[src/rtl/cook_timer_pkg.sv]
// -----------------------------------------------------------------------------
// cook_timer_pkg
// Shared definitions for the cook timer controller:
//   - FSM state encoding (also driven out on state_o for display/debug)
//   - BCD digit / entry widths and the bit offsets of each digit in the entry
//   - sec_tens clamp value and the largest legal keypad digit
//   - secs_to_bcd(): converts a seconds count into the {min, tens, ones} BCD form
// -----------------------------------------------------------------------------
package cook_timer_pkg;

    localparam int DIGIT_W    = 4;
    localparam int NUM_DIGITS = 3;
    localparam int ENTRY_W    = DIGIT_W * NUM_DIGITS;

    // Digit positions inside the 12-bit entry / cnt_data word
    localparam int SEC_ONES_LSB = 0;
    localparam int SEC_TENS_LSB = 4;
    localparam int MIN_ONES_LSB = 8;

    localparam logic [DIGIT_W-1:0] SEC_TENS_MAX = 4'd5;
    localparam logic [DIGIT_W-1:0] DIGIT_MAX    = 4'd9;

    typedef enum logic [2:0] {
        ST_IDLE  = 3'd0,
        ST_SET   = 3'd1,
        ST_LOAD  = 3'd2,
        ST_COOK  = 3'd3,
        ST_PAUSE = 3'd4,
        ST_DONE  = 3'd5
    } state_t;

    // Seconds -> {min_ones, sec_tens, sec_ones}; minutes beyond 9 wrap.
    function automatic logic [ENTRY_W-1:0] secs_to_bcd(input int unsigned secs);
        int unsigned mins;
        int unsigned rem;
        mins = secs / 60;
        rem  = secs % 60;
        secs_to_bcd = {DIGIT_W'(mins % 10), DIGIT_W'(rem / 10), DIGIT_W'(rem % 10)};
    endfunction

endpackage

[src/rtl/cook_timer_ctrl_tick_prescaler.sv]
// -----------------------------------------------------------------------------
// tick_prescaler
// Free-running divider used while cooking. Counts 0..TICK_DIV-1 while run=1,
// pulses tick during the terminal-count cycle and wraps to 0. Holds its count
// when run=0 so a paused cook resumes mid-second; clr forces the count to 0.
//
// Ports:
//   clk   in   system clock, rising edge
//   clrn  in   asynchronous active-low reset
//   clr   in   synchronous clear of the count (wins over run)
//   run   in   advance the count this cycle
//   tick  out  high in the cycle the count sits at TICK_DIV-1 with run=1
// -----------------------------------------------------------------------------
module tick_prescaler #(
    parameter int TICK_DIV = 50_000_000
) (
    input  logic clk,
    input  logic clrn,
    input  logic clr,
    input  logic run,
    output logic tick
);

    localparam int              CNT_W = (TICK_DIV > 1) ? $clog2(TICK_DIV) : 1;
    localparam logic [CNT_W-1:0] TERM = CNT_W'(TICK_DIV - 1);

    logic [CNT_W-1:0] count_q;
    logic [CNT_W-1:0] count_d;

    always_comb begin
        tick    = run && (count_q == TERM);
        count_d = count_q;
        if (clr) begin
            count_d = '0;
        end else if (run) begin
            count_d = tick ? '0 : count_q + 1'b1;
        end
    end

    always_ff @(posedge clk or negedge clrn) begin
        if (!clrn) begin
            count_q <= '0;
        end else begin
            count_q <= count_d;
        end
    end

endmodule

[src/rtl/cook_timer_ctrl.sv]
// -----------------------------------------------------------------------------
// cook_timer_ctrl
// Oven controller FSM sequencing a BCD countdown chain (min_ones, sec_tens,
// sec_ones). Collects keypad digits into a 3-digit entry, parallel-loads the
// chain, issues one cnt_en per second while cooking, and handles pause/resume,
// door interlock, clear and the cook-complete indication.
//
// Build option: define QUICK_START_EN to let start in IDLE (or in SET with an
// all-zero entry) load QUICK_SECS and begin cooking immediately.
//
// Ports:
//   clk           in   system clock, rising edge
//   clrn          in   asynchronous active-low reset
//   key_valid     in   one-cycle pulse, key_digit valid
//   key_digit     in   [3:0] BCD keypad digit (values >9 ignored)
//   start         in   one-cycle start button pulse
//   stop          in   one-cycle stop button pulse
//   clear         in   one-cycle clear button pulse
//   door_closed   in   level, 1 = door latched
//   timer_zero    in   all three chain counters at zero
//   load_n        out  active-low parallel load to the chain
//   cnt_data      out  [11:0] {min_ones, sec_tens, sec_ones} load value
//   cnt_en        out  one-cycle count-down enable
//   magnetron_on  out  heater enable
//   done          out  cook-complete indicator
//   state_o       out  [2:0] current FSM state
// -----------------------------------------------------------------------------
module cook_timer_ctrl
    import cook_timer_pkg::*;
#(
    parameter int TICK_DIV    = 50_000_000,
    parameter int DONE_CYCLES = 3,
    parameter int QUICK_SECS  = 30
) (
    input  logic               clk,
    input  logic               clrn,
    input  logic               key_valid,
    input  logic [DIGIT_W-1:0] key_digit,
    input  logic               start,
    input  logic               stop,
    input  logic               clear,
    input  logic               door_closed,
    input  logic               timer_zero,
    output logic               load_n,
    output logic [ENTRY_W-1:0] cnt_data,
    output logic               cnt_en,
    output logic               magnetron_on,
    output logic               done,
    output logic [2:0]         state_o
);

`ifdef QUICK_START_EN
    localparam bit QUICK_EN = 1'b1;
`else
    localparam bit QUICK_EN = 1'b0;
`endif

    localparam logic [ENTRY_W-1:0] QUICK_ENTRY = secs_to_bcd(QUICK_SECS);
    localparam int                 DONE_W      = (DONE_CYCLES > 1) ? $clog2(DONE_CYCLES) : 1;
    localparam logic [DONE_W-1:0]  DONE_LAST   = DONE_W'(DONE_CYCLES - 1);

    state_t             state_q, state_d;
    logic [ENTRY_W-1:0] entry_q, entry_d;
    logic [DONE_W-1:0]  done_cnt_q, done_cnt_d;
    logic               pend_q, pend_d;

    logic door_open;
    logic hold_req;
    logic key_ok;
    logic quick_ok;
    logic done_expired;
    logic pre_clr;
    logic pre_run;
    logic pre_tick;

    // -------------------------------------------------------------------------
    // Next-state logic. Each state tests its events in the fixed priority
    // clear > stop/door open > start > key_valid, so a higher event always
    // masks the lower ones even when it causes no transition itself.
    // -------------------------------------------------------------------------
    always_comb begin
        state_d      = state_q;
        entry_d      = entry_q;
        done_cnt_d   = '0;
        pend_d       = 1'b0;
        door_open    = !door_closed;
        hold_req     = stop || door_open;
        key_ok       = key_valid && (key_digit <= DIGIT_MAX);
        quick_ok     = QUICK_EN && door_closed && (entry_q == '0);
        done_expired = (done_cnt_q == DONE_LAST);

        case (state_q)
            ST_IDLE, ST_SET: begin
                if (clear) begin
                    entry_d = '0;
                    state_d = ST_IDLE;
                end else if (hold_req) begin
                    // door open / stop: no entry activity
                end else if (start) begin
                    if ((state_q == ST_SET) && (entry_q != '0)) begin
                        state_d = ST_LOAD;
                    end else if (quick_ok) begin
                        entry_d = QUICK_ENTRY;
                        state_d = ST_LOAD;
                    end
                end else if (key_ok) begin
                    // new digit enters at sec_ones, old min_ones falls off
                    entry_d = {entry_q[ENTRY_W-DIGIT_W-1:0], key_digit};
                    state_d = ST_SET;
                end
            end

            ST_LOAD: begin
                if (clear) begin
                    entry_d = '0;
                    state_d = ST_IDLE;
                end else begin
                    // a door opened here is caught by COOK on the next cycle
                    state_d = ST_COOK;
                end
            end

            ST_COOK: begin
                if (clear) begin
                    entry_d = '0;
                    state_d = ST_IDLE;
                end else if (hold_req) begin
                    state_d = ST_PAUSE;
                end else if (timer_zero) begin
                    state_d = ST_DONE;
                end
            end

            ST_PAUSE: begin
                if (clear) begin
                    entry_d = '0;
                    state_d = ST_IDLE;
                end else if (hold_req) begin
                    // stay paused
                end else if (start) begin
                    state_d = ST_COOK;
                end
            end

            ST_DONE: begin
                if (done_expired) begin
                    done_cnt_d = done_cnt_q;
                    if (pend_q || clear || door_open) begin
                        entry_d = '0;
                        state_d = ST_IDLE;
                    end
                end else begin
                    // exit requests during the minimum done time are remembered
                    done_cnt_d = done_cnt_q + 1'b1;
                    pend_d     = pend_q || clear || door_open;
                end
            end

            default: begin
                entry_d = '0;
                state_d = ST_IDLE;
            end
        endcase

        // The prescaler only advances in cycles where COOK is kept, so a
        // pause freezes it at exactly the count it had reached.
        pre_clr = (state_q == ST_LOAD);
        pre_run = (state_q == ST_COOK) && !clear && !hold_req && !timer_zero;
    end

    always_ff @(posedge clk or negedge clrn) begin
        if (!clrn) begin
            state_q    <= ST_IDLE;
            entry_q    <= '0;
            done_cnt_q <= '0;
            pend_q     <= 1'b0;
        end else begin
            state_q    <= state_d;
            entry_q    <= entry_d;
            done_cnt_q <= done_cnt_d;
            pend_q     <= pend_d;
        end
    end

    tick_prescaler #(
        .TICK_DIV (TICK_DIV)
    ) u_prescaler (
        .clk  (clk),
        .clrn (clrn),
        .clr  (pre_clr),
        .run  (pre_run),
        .tick (pre_tick)
    );

    // -------------------------------------------------------------------------
    // Outputs. All decode directly from reset flops, so they fall to their
    // idle values the moment clrn asserts.
    // -------------------------------------------------------------------------
    always_comb begin
        load_n       = (state_q != ST_LOAD);
        magnetron_on = (state_q == ST_COOK);
        done         = (state_q == ST_DONE);
        cnt_en       = pre_tick;  // pre_run already excludes timer_zero
        state_o      = state_q;
    end

    // Load value per digit; only sec_tens is clamped so the chain never sees
    // an illegal mod-6 value.
    genvar gi;
    generate
        for (gi = 0; gi < NUM_DIGITS; gi++) begin : g_digit
            logic [DIGIT_W-1:0] digit;
            assign digit = entry_q[gi*DIGIT_W +: DIGIT_W];
            if (gi * DIGIT_W == SEC_TENS_LSB) begin : g_clamp
                assign cnt_data[gi*DIGIT_W +: DIGIT_W] =
                    (digit > SEC_TENS_MAX) ? SEC_TENS_MAX : digit;
            end else begin : g_pass
                assign cnt_data[gi*DIGIT_W +: DIGIT_W] = digit;
            end
        end
    endgenerate

endmodule

[config.mk]
export PLATFORM = sky130hd
export DESIGN_NAME = cook_timer_ctrl
export DESIGN_NICKNAME = d
export VERILOG_FILES = /design/src/rtl/cook_timer_pkg.sv /design/src/rtl/cook_timer_ctrl_tick_prescaler.sv /design/src/rtl/cook_timer_ctrl.sv
export SDC_FILE = /design/constraint.sdc
export NUM_CORES = 1
export LEC_CHECK = 0
export ABC_AREA = 1
export CAP_MARGIN = 20
export CELL_PAD_IN_SITES_DETAIL_PLACEMENT = 1
export CELL_PAD_IN_SITES_GLOBAL_PLACEMENT = 1
export CORE_ASPECT_RATIO = 1.1
export CORE_MARGIN = 5
export CORE_UTILIZATION = 44
export DETAILED_ROUTE_END_ITERATION = 10
export GPL_ROUTABILITY_DRIVEN = 0
export PLACE_DENSITY_LB_ADDON = 0.1
export SETUP_SLACK_MARGIN = 0.5
export SLEW_MARGIN = 20
export SYNTH_ARGS = -nofsm -noshare
export SYNTH_HDL_FRONTEND = slang
export SYNTH_SLANG_ARGS = --single-unit
[constraint.sdc]
create_clock -name clk -period 2.7 [get_ports clk]
set_clock_uncertainty 0.05 [all_clocks]
set_input_delay 0.54 -clock clk [delete_from_list [all_inputs] [get_ports clk]]
set_output_delay 0.54 -clock clk [all_outputs]
set_load 0.005 [all_outputs]
==> results of run 1 <==
## cells by family after synthesis
group,Yosys count,share of synthesized area [%]
and+or+nand+nor,315,45.63
adders and majority gates,2,0.8012
buffers and inverters,86,12.90
AOI/OAI and AO/OA,29,5.289
DFF,44,35.26
other,1,0.1201
## per-layer routing
layer	GRT usage [%]	vias up	part of all wire [%]
li1	-	1587	-
met1	23.53	1551	41
met5	0	-	0
met4	8.935	0	3.6
met3	3.236	26	2.1
met2	41.84	49	53
## synth_stat cells (7+ instances only)
cell / instances
nand3_1: 37
nand4_1: 11
dfrtp_1: 44
nand2_1: 148
inv_1: 60
o21ai_1: 7
nor2_1: 78
nor2_2: 9
o21ai_0: 9
nor3_1: 13
buf_4: 12
## worst min-delay path by stage
stage / from / end / slack (ns) / cells past startpoint
after floorplan: clrn / done_cnt_q[0] / 0.19 / 0
after CTS: clrn / u_prescaler.count_q[10] / 0.16 / 2
final: clrn / u_prescaler.count_q[20] / 0.15 / 2
after detailed placement: entry_q[4] / entry_q[4] / 0.42 / 2
after global placement: entry_q[5] / entry_q[5] / 0.41 / 2
after global routing: clrn / u_prescaler.count_q[13] / 0.16 / 2
## cell usage in the layout (no fill, tap or decap), types with 3 or more instances in the layout
master,n
nand3_4,3
nand3_1,37
inv_1,57
o21ai_1,7
clkdlybuf4s50_1,24
inv_4,3
dfrtp_2,7
buf_4,39
clkbuf_8,5
a21oi_1,6
nor2_4,8
dlygate4sd2_1,3
dfrtp_1,37
nand2_2,7
nand2_1,145
nand4_1,11
nor2_1,72
inv_2,9
nor3_1,13
o21ai_0,9
nor2_2,10
## flip-flops by register name, indices dropped and copies added, names as in the netlist
name / count
pend_q: 1
done_cnt_q: 2
entry_q: 12
u_prescaler.count_q: 26
state_o: 3
## per-stage QoR
| stage | util [%] | std cells | power (W) | setup slack (ns) |
|---|---|---|---|---|
| 2_1_floorplan | - | 477 | 0.001013 | 0.8828 |
| 3_3_place_gp | 49.96 | 586 | 0.001168 | 0.04015 |
| 3_5_place_dp | 49.96 | 586 | 0.001179 | -0.01258 |
| 4_1_cts | 54.08 | 609 | 0.001709 | 0.4664 |
| 5_1_grt | 55.51 | 622 | 0.001806 | 0.4861 |
| 6_report | 55.51 | 622 | 0.001708 | 0.5566 |
## final cells by class
| cell class | count | area, sq um | area share, % |
|---|---|---|---|
| well taps | 85 | 106.4 | 2.750 |
| repair buffers | 69 | 589.3 | 15.24 |
| inverters | 69 | 266.5 | 6.891 |
| multi-input cells | 347 | 1684 | 43.55 |
| clock inverters | 3 | 42.54 | 1.100 |
| flip-flops and latches | 44 | 1110 | 28.70 |
| clock buffers | 5 | 68.82 | 1.779 |
## what timing repair did
item / 4_1_cts / 5_1_grt
hold buffers: 0 / 0
resized for setup: 26 / 7
endpoints found under the hold margin: 0 / 0
pin swaps: 7 / 6
setup buffers: 15 / 13
setup endpoints to repair: 4 / 5
## critical path: stages (launching register included)
cell and delay (ns):
dfrtp_2 0.50, nor2_2 0.20, nand2_2 0.09, clkdlybuf4s50_1 0.46
## power breakdown
| group | total (W) | internal (W) | switching, W |
|---|---|---|---|
| clock | 0.000523 | 0.000274 | 0.000249 |
| combinational | 0.000442 | 0.000191 | 0.000251 |
| sequential | 0.000742 | 0.000699 | 0.0000434 |
==> qor.txt, run 1 <==
Status: finished, final reports clean
TritonRoute pass-1 iters: 4
Clock root buffer: clkbuf_8
Via density: 5.166
I/O Pins: 31
Vias in the first global route: 3457
Post-synth ARST share: 100.0%
Die Width: 90.33 um
Layout cells sized above 1: 20.30%
CTS tree: built
DR WL/cell: 15.49 um
CP Capture Type: output pin
Req. time, crit path: 2.11 ns
Die height: 98.36 um
Cell count after synthesis: 477
GRT Util Overall: 21.79%
Arrival time worst endpoint: 1.55 ns
RSZ-0062 raised after global routing: true
Initial core utilization: 44.83%
Diode count: 0
Power Dens Cells: 441.6 nW/um^2
Reg-to-reg startpoint: u_prescaler.count_q[1]
Setup Viol. Count Final: 0
Post-DRT Antenna Nets: 0
# rows: 32
Dominant cell type by area after synthesis: dfrtp_1
Final Max Tran Viols: 0
Seq/Total Area, Yosys: 35.26%
Nets: 550
Setup tns final: 0 ns
Final Cell Area: 3867 sq um
Worst-skew pair later-pin latency: 0.31 ns
R2r worst-path depth: 11
Number of flops mapped to enable cells by yosys: 0
Synthesized area: 3123 sq um
Peak VDD IR: 0.0003280 V
Critical Path Source Type: flip-flop
Initial antenna violation count: 0
Main flop type after synthesis: dfrtp_1
Final hold violations: 0
Max Root-Sink Buffers: 2
Reg-to-reg setup timing slack: 0.77 ns
Period utilization: 79.38%
Pleak: 1.812 nW
Vias: 3213
Area grow syn2layout: 23.84%
HPWL Detailed: 6926 um
Die Footprint: 8884 sq um
Synth warn: 0
Max Freq: 0.4666 GHz
Tmin final: 2.143 ns
FF+latch count, synth: 44
Final wirelength: 9634 um
Post-synthesis net count: 491
Worst Setup SP: state_o[2]
Pin count of the biggest net entering global routing: 45
Min-delay worst type: primary input to async pin
Max-Cap Viols: 0
Post-placement cell area: 3481 sq um
FF-to-FF End: u_prescaler.count_q[13]
Sink Count: 44
Synth unique cells: 33
Worst Setup EP: load_n
Hold WS: 0.1475 ns
CTS buffer count: 5
Top-area cell type share of the netlist area: 35.26%
Critical Path Fanout Max: 8
First-pass GRT wire length: 15790 um
Remaining global-route overflow: 0
Port buffer count: 29
DR iter-0 viols: 115
Synth area leaders: dfrtp_1, nand2_1, nor2_1, inv_1, nand3_1
Level count of the clock H-tree: 2
Critical path class: flip-flop to output pin
Drt drc: 0
Fillers: 932
Core box area: 6967 sq um
CTS clock-pin slew for the worst setup and hold paths: 0.09 ns
Syn avg cell area: 6.547 sq um
Power figures use the tool's default switching activity.
==> run 2, diff against run 1 <==
--- a/config.mk
+++ b/config.mk
@@ -11,7 +11,7 @@
 export CELL_PAD_IN_SITES_GLOBAL_PLACEMENT = 1
 export CORE_ASPECT_RATIO = 1.1
 export CORE_MARGIN = 5
-export CORE_UTILIZATION = 44
+export CORE_UTILIZATION = 37
 export DETAILED_ROUTE_END_ITERATION = 10
 export GPL_ROUTABILITY_DRIVEN = 0
 export PLACE_DENSITY_LB_ADDON = 0.1
==> constraint.sdc (replaced) <==
create_clock -name clk -period 1.9 [get_ports clk]
set_clock_uncertainty 0.05 [all_clocks]
set_input_delay 0.38 -clock clk [delete_from_list [all_inputs] [get_ports clk]]
set_output_delay 0.38 -clock clk [all_outputs]
set_load 0.005 [all_outputs]
==> qor.txt, run 2 (synthesis results as in run 1) <==
TritonRoute pass-1 iters: 4
Fillers: 984
RSZ-0062 raised after global routing: true
Max incr delay on CP: 0.42 ns
DR iter-0 viols: 344
Critical path class: flip-flop to flip-flop
Die Footprint: 10380 sq um
Leading cell type in the layout, fill and taps excluded: nand2_1
Largest register FFs: 26
Vias: 4379
CP max-delay cell: dfrtp_1
Worst Setup SP: u_prescaler.count_q[1]
Max Freq: 0.4815 GHz
Reg-to-reg setup timing slack: -0.18 ns
Final WS setup: -0.1767 ns
Power Dens Cells: 576.1 nW/um^2
HPWL Detailed: 7960 um
Min-delay worst type: primary input to async pin
Period utilization: 109.3%
Port buffer count: 29
Final Max Tran Viols: 0
# rows: 35
Arrival time worst endpoint: 2.26 ns
FF-to-FF End: u_prescaler.count_q[16]
GRT Util Overall: 27.95%
Layout cells sized above 1: 50.23%
First-pass GRT wire length: 22920 um
CTS tree: built
Nets: 656
Drt drc: 0
Crit-path cells: ha_4 > nand2_4 > buf_4 > buf_4 > buf_6 > nor2_4 > buf_8 > nand2_4 > o21ai_1 > nand4_1 > o21ai_1
Level count of the clock H-tree: 2
CTS clock-pin slew for the worst setup and hold paths: 0.11 ns
Reg with most FFs: u_prescaler.count_q
Peak VDD IR: 0.0004729 V
Place WS: -0.4403 ns
Remaining global-route overflow: 0
Initial antenna violation count: 0
Critical Path Source Type: flip-flop
Area grow syn2layout: 79.13%
Buf/Inv on CP: 4
Max Root-Sink Buffers: 2
Critical Path Fanout Max: 6
Commonest cells after routing, fill and taps aside: nand2_1, buf_4, nor2_1
Status: finished with violations
Post-DRT Antenna Nets: 0
Die height: 106.4 um
Setup Viol. Count Final: 17
Worst-skew pair later-pin latency: 0.32 ns
Core box area: 8320 sq um
Final hold violations: 0
Failing checks: negative setup slack
Pleak: 2.649 nW
Die Width: 97.60 um
R2r worst-path depth: 11
Tmin final: 2.077 ns
DR WL/cell: 25.36 um
Pin count of the biggest net entering global routing: 31
CP Capture Type: flip-flop
Sink Count: 44
Final Core Density: 67.23%
Diode count: 0
Clock root buffer: clkbuf_8
Max-Cap Viols: 0
Number of cells on the critical path: 11
Reg-to-reg startpoint: u_prescaler.count_q[1]
Via density: 5.808
Worst Setup EP: u_prescaler.count_q[16]
Final wirelength: 19130 um
Vias in the first global route: 4304
Crit-path leading delay family: buffers and inverters
I/O Pins: 31
CTS buffer count: 5
Initial core utilization: 37.53%
Req. time, crit path: 2.09 ns
==> run 2: what timing repair did <==
action	CTS	global route
endpoints found under the hold margin	14	0
buffers inserted	49	26
endpoints found under the setup margin	59	58
hold buffers	1	0
resized for setup	196	106
cloned	4	0
pin swaps	59	58
==> run 2: area by class of cell <==
type / instances / area, sq um / area share [%]
Multi-Input combinational cell: 349 / 2303 / 41.18
Tap cell: 111 / 138.9 / 2.483
Sequential cell: 44 / 1102 / 19.70
Inverter: 69 / 289.0 / 5.167
Clock buffer: 6 / 82.58 / 1.476
Clock inverter: 2 / 38.79 / 0.6934
Timing Repair Buffer: 173 / 1639 / 29.30
==> run 2: how the worst min path moves through the flow <==
| stage | start | to | slack [ns] | cells past startpoint |
|---|---|---|---|---|
| floorplan | clrn | done_cnt_q[0] | 0.03 | 0 |
| global placement | clrn | u_prescaler.count_q[22] | 0.28 | 1 |
| detailed placement | clrn | u_prescaler.count_q[22] | 0.28 | 1 |
| CTS | done_cnt_q[0] | done_cnt_q[0] | 0.44 | 1 |
| global route | clrn | u_prescaler.count_q[22] | 0.49 | 2 |
| finish | clrn | u_prescaler.count_q[22] | 0.45 | 2 |
==> run 2: power breakdown <==
group          leakage, nW  total, W  switching, W  internal (W)
Sequential           0.607   0.00105     0.0000544      0.000992
Combinational         1.98   0.00133      0.000733      0.000600
Clock               0.0614  0.000844      0.000412      0.000432
Total                 2.65   0.00322       0.00120       0.00202
==> run 2: through the flow <==
step | instance area, sq um | TNS (ns) | power (W) | std cells | hold slack [ns]
after detailed placement | 3978 | -4.659 | 0.001753 | 666 | 0.2833
after global placement | 3978 | -3.586 | 0.001737 | 666 | 0.2834
after CTS | 5042 | -0.1517 | 0.002906 | 728 | 0.4361
after floorplan | 3164 | 0 | 0.001455 | 477 | 0.03441
after global routing | 5594 | -2.184 | 0.003326 | 754 | 0.4873
final | 5594 | -1.209 | 0.003223 | 754 | 0.4475
==> run 2: worst reg2reg max path, cell delays in order (launching register included) <==
cell     delay, ns
dfrtp_1       0.42
ha_4          0.18
nand2_4       0.06
buf_4         0.13
buf_4         0.12
buf_6         0.11
nor2_4        0.09
buf_8         0.16
nand2_4       0.09
o21ai_1       0.28
nand4_1       0.17
o21ai_1       0.14
==> run 2: routing by layer <==
metal	GRT usage, %	share of wire, %
met4	12.46	6.9
met2	51.91	48
met5	0	0
met1	31.56	37
met3	3.871	7.6
==> run 3, diff against run 2 <==
--- a/config.mk
+++ b/config.mk
@@ -16,7 +16,7 @@
 export GPL_ROUTABILITY_DRIVEN = 0
 export PLACE_DENSITY_LB_ADDON = 0.1
 export SETUP_SLACK_MARGIN = 0.5
-export SLEW_MARGIN = 20
+export SLEW_MARGIN = 10
 export SYNTH_ARGS = -nofsm -noshare
 export SYNTH_HDL_FRONTEND = slang
 export SYNTH_SLANG_ARGS = --single-unit
==> results of run 3 <==
Same layout as run 2: the final DEF is identical, and so are final timing and power.
==> RTL change, RTL diff (flow settings as in run 3) <==
`DONE_CYCLES`: 3 -> 6.
--- a/src/rtl/cook_timer_ctrl.sv
+++ b/src/rtl/cook_timer_ctrl.sv
@@ -30,5 +30,5 @@
 #(
     parameter int TICK_DIV    = 50_000_000,
-    parameter int DONE_CYCLES = 3,
+    parameter int DONE_CYCLES = 6,
     parameter int QUICK_SECS  = 30
 ) (
Check against the original RTL: not equivalent (a bounded check fails within 10 cycles, from zero or initial values).
==> RTL change against run 3 <==
- the flow finishes with violations (hold timing, setup timing)
- design area shrank 5.5%
- power grew 39%
- synthesized cell count shrank 2.3%
- synthesized area is the same
- critical path depth shrank 3
- count of clock-buffer cells in the layout shrank 1
- worst setup slack lost 0.028 ns
- wire length shrank 14%
- sequential cell count grew 1
- largest power group unchanged
==> RTL change: results (changes against run 3) <==
[power]
p_switching_mw = 1.94  ; was 1.20 mW
p_leak_nw = 2.54  ; was 2.65 nW
ir_drop_mv = 0.385  ; was 0.473 mV

[setup_path]
reg2regPathDepth = 13  ; was 11
crit_arrival_ns = 1.68  ; was 2.26 ns
cpPeakStageDelay_ns = 0.51  ; was 0.42 ns
reg2reg_slack_ns = -0.08  ; was -0.18 ns
r2r_end = u_prescaler.count_q[20]$_DFFE_PN0P_  ; was u_prescaler.count_q[16]$_DFFE_PN0P_
cp_slowest_cell = clkdlybuf4s50_1  ; was dfrtp_1

[final_layout]
multi_input_area_share_pct = 40.3  ; was 41.2%
final-clk-cell-share_pct = 1.77  ; was 2.17%
nClkBuffers = 5  ; was 6
inverters_excl_clock = 57  ; was 69
nNetsFinal = 633  ; was 656

[drt]
wl_met2_um = 8500  ; was 9220 um
drtIter0Drc = 235  ; was 344
wl_met1_um = 6320  ; was 7140 um
wl_met3_um = 599  ; was 1460 um
drt_wl_total_um = 16400  ; was 19100 um
wl_per_cell_um = 22.5  ; was 25.4 um
dr.pass1.iters = 7  ; was 4

[global_route]
grt_max_degree = 46  ; was 31
track_usage_pct = 27.3  ; was 28.0%

[placement]
place_area_mm2 = 0.00397  ; was 0.00398 mm^2
place_inst = 653  ; was 666
hpwl_um = 7780  ; was 7960 um

[logic_synthesis]
syn_nets = 481  ; was 491
synth_cell_types = 29  ; was 33
avgSynthCellArea_um2 = 6.70  ; was 6.55 um^2
synth_fa_ha_area_share_pct = 1.20  ; was 0.801%
synth_area_leaders = dfrtp_1, nand2_1, nor2_1  ; unchanged
yosysSeqAreaShare_pct = 36.1  ; was 35.3%
yosysTopAreaCellShare_pct = 36.1  ; was 35.3%
synth_common_cells = nand2_1, nor2_1, inv_1, dfrtp_1, nand3_1  ; unchanged

[timing]
hold_violations = 28  ; was 0
finalSetupViolCount = 17  ; unchanged
final.setup.tns_ns = -0.912  ; was -1.21 ns
hold_ws_ns = -0.0696  ; was 0.447 ns
layout_setup_ws_ns = -0.205  ; was -0.177 ns

[clocking]
insertion_delay_ns = 0.34  ; was 0.32 ns
clk_pin_slew_ns = 0.13  ; was 0.11 ns

[outcome]
violations = hold timing, setup timing  ; was setup timing
status = finished, violations left  ; unchanged

## RTL change: power groups by stage
stage,Clock (mW),Combinational [mW],Sequential (mW)
after floorplan,0,0.826,1.19
after global placement,0,1.31,1.18
after detailed placement,0,1.34,1.19
after CTS,0.672,2.06,1.14
after global routing,0.739,2.73,1.17
final,0.709,2.62,1.16
## RTL change: worst max-delay path by stage
stage / slack, ns / start / cells past startpoint / to
after detailed placement: -0.44 / door_closed / 8 / cnt_en
after global routing: -0.26 / door_closed / 8 / cnt_en
after global placement: -0.41 / door_closed / 8 / cnt_en
final: -0.21 / door_closed / 8 / cnt_en
after floorplan: 0.17 / u_prescaler.count_q[0]$_DFFE_PN0P_ / 7 / cnt_en
after CTS: -0.06 / u_prescaler.count_q[0]$_DFFE_PN0P_ / 8 / cnt_en
## RTL change: what timing repair did
action | 4_1_cts | 5_1_grt
hold buffers | 0 | 0
cloned | 3 | 0
endpoints found under the setup margin | 59 | 56
resized for setup | 178 | 55
buffers inserted | 44 | 22
pin swaps | 55 | 34
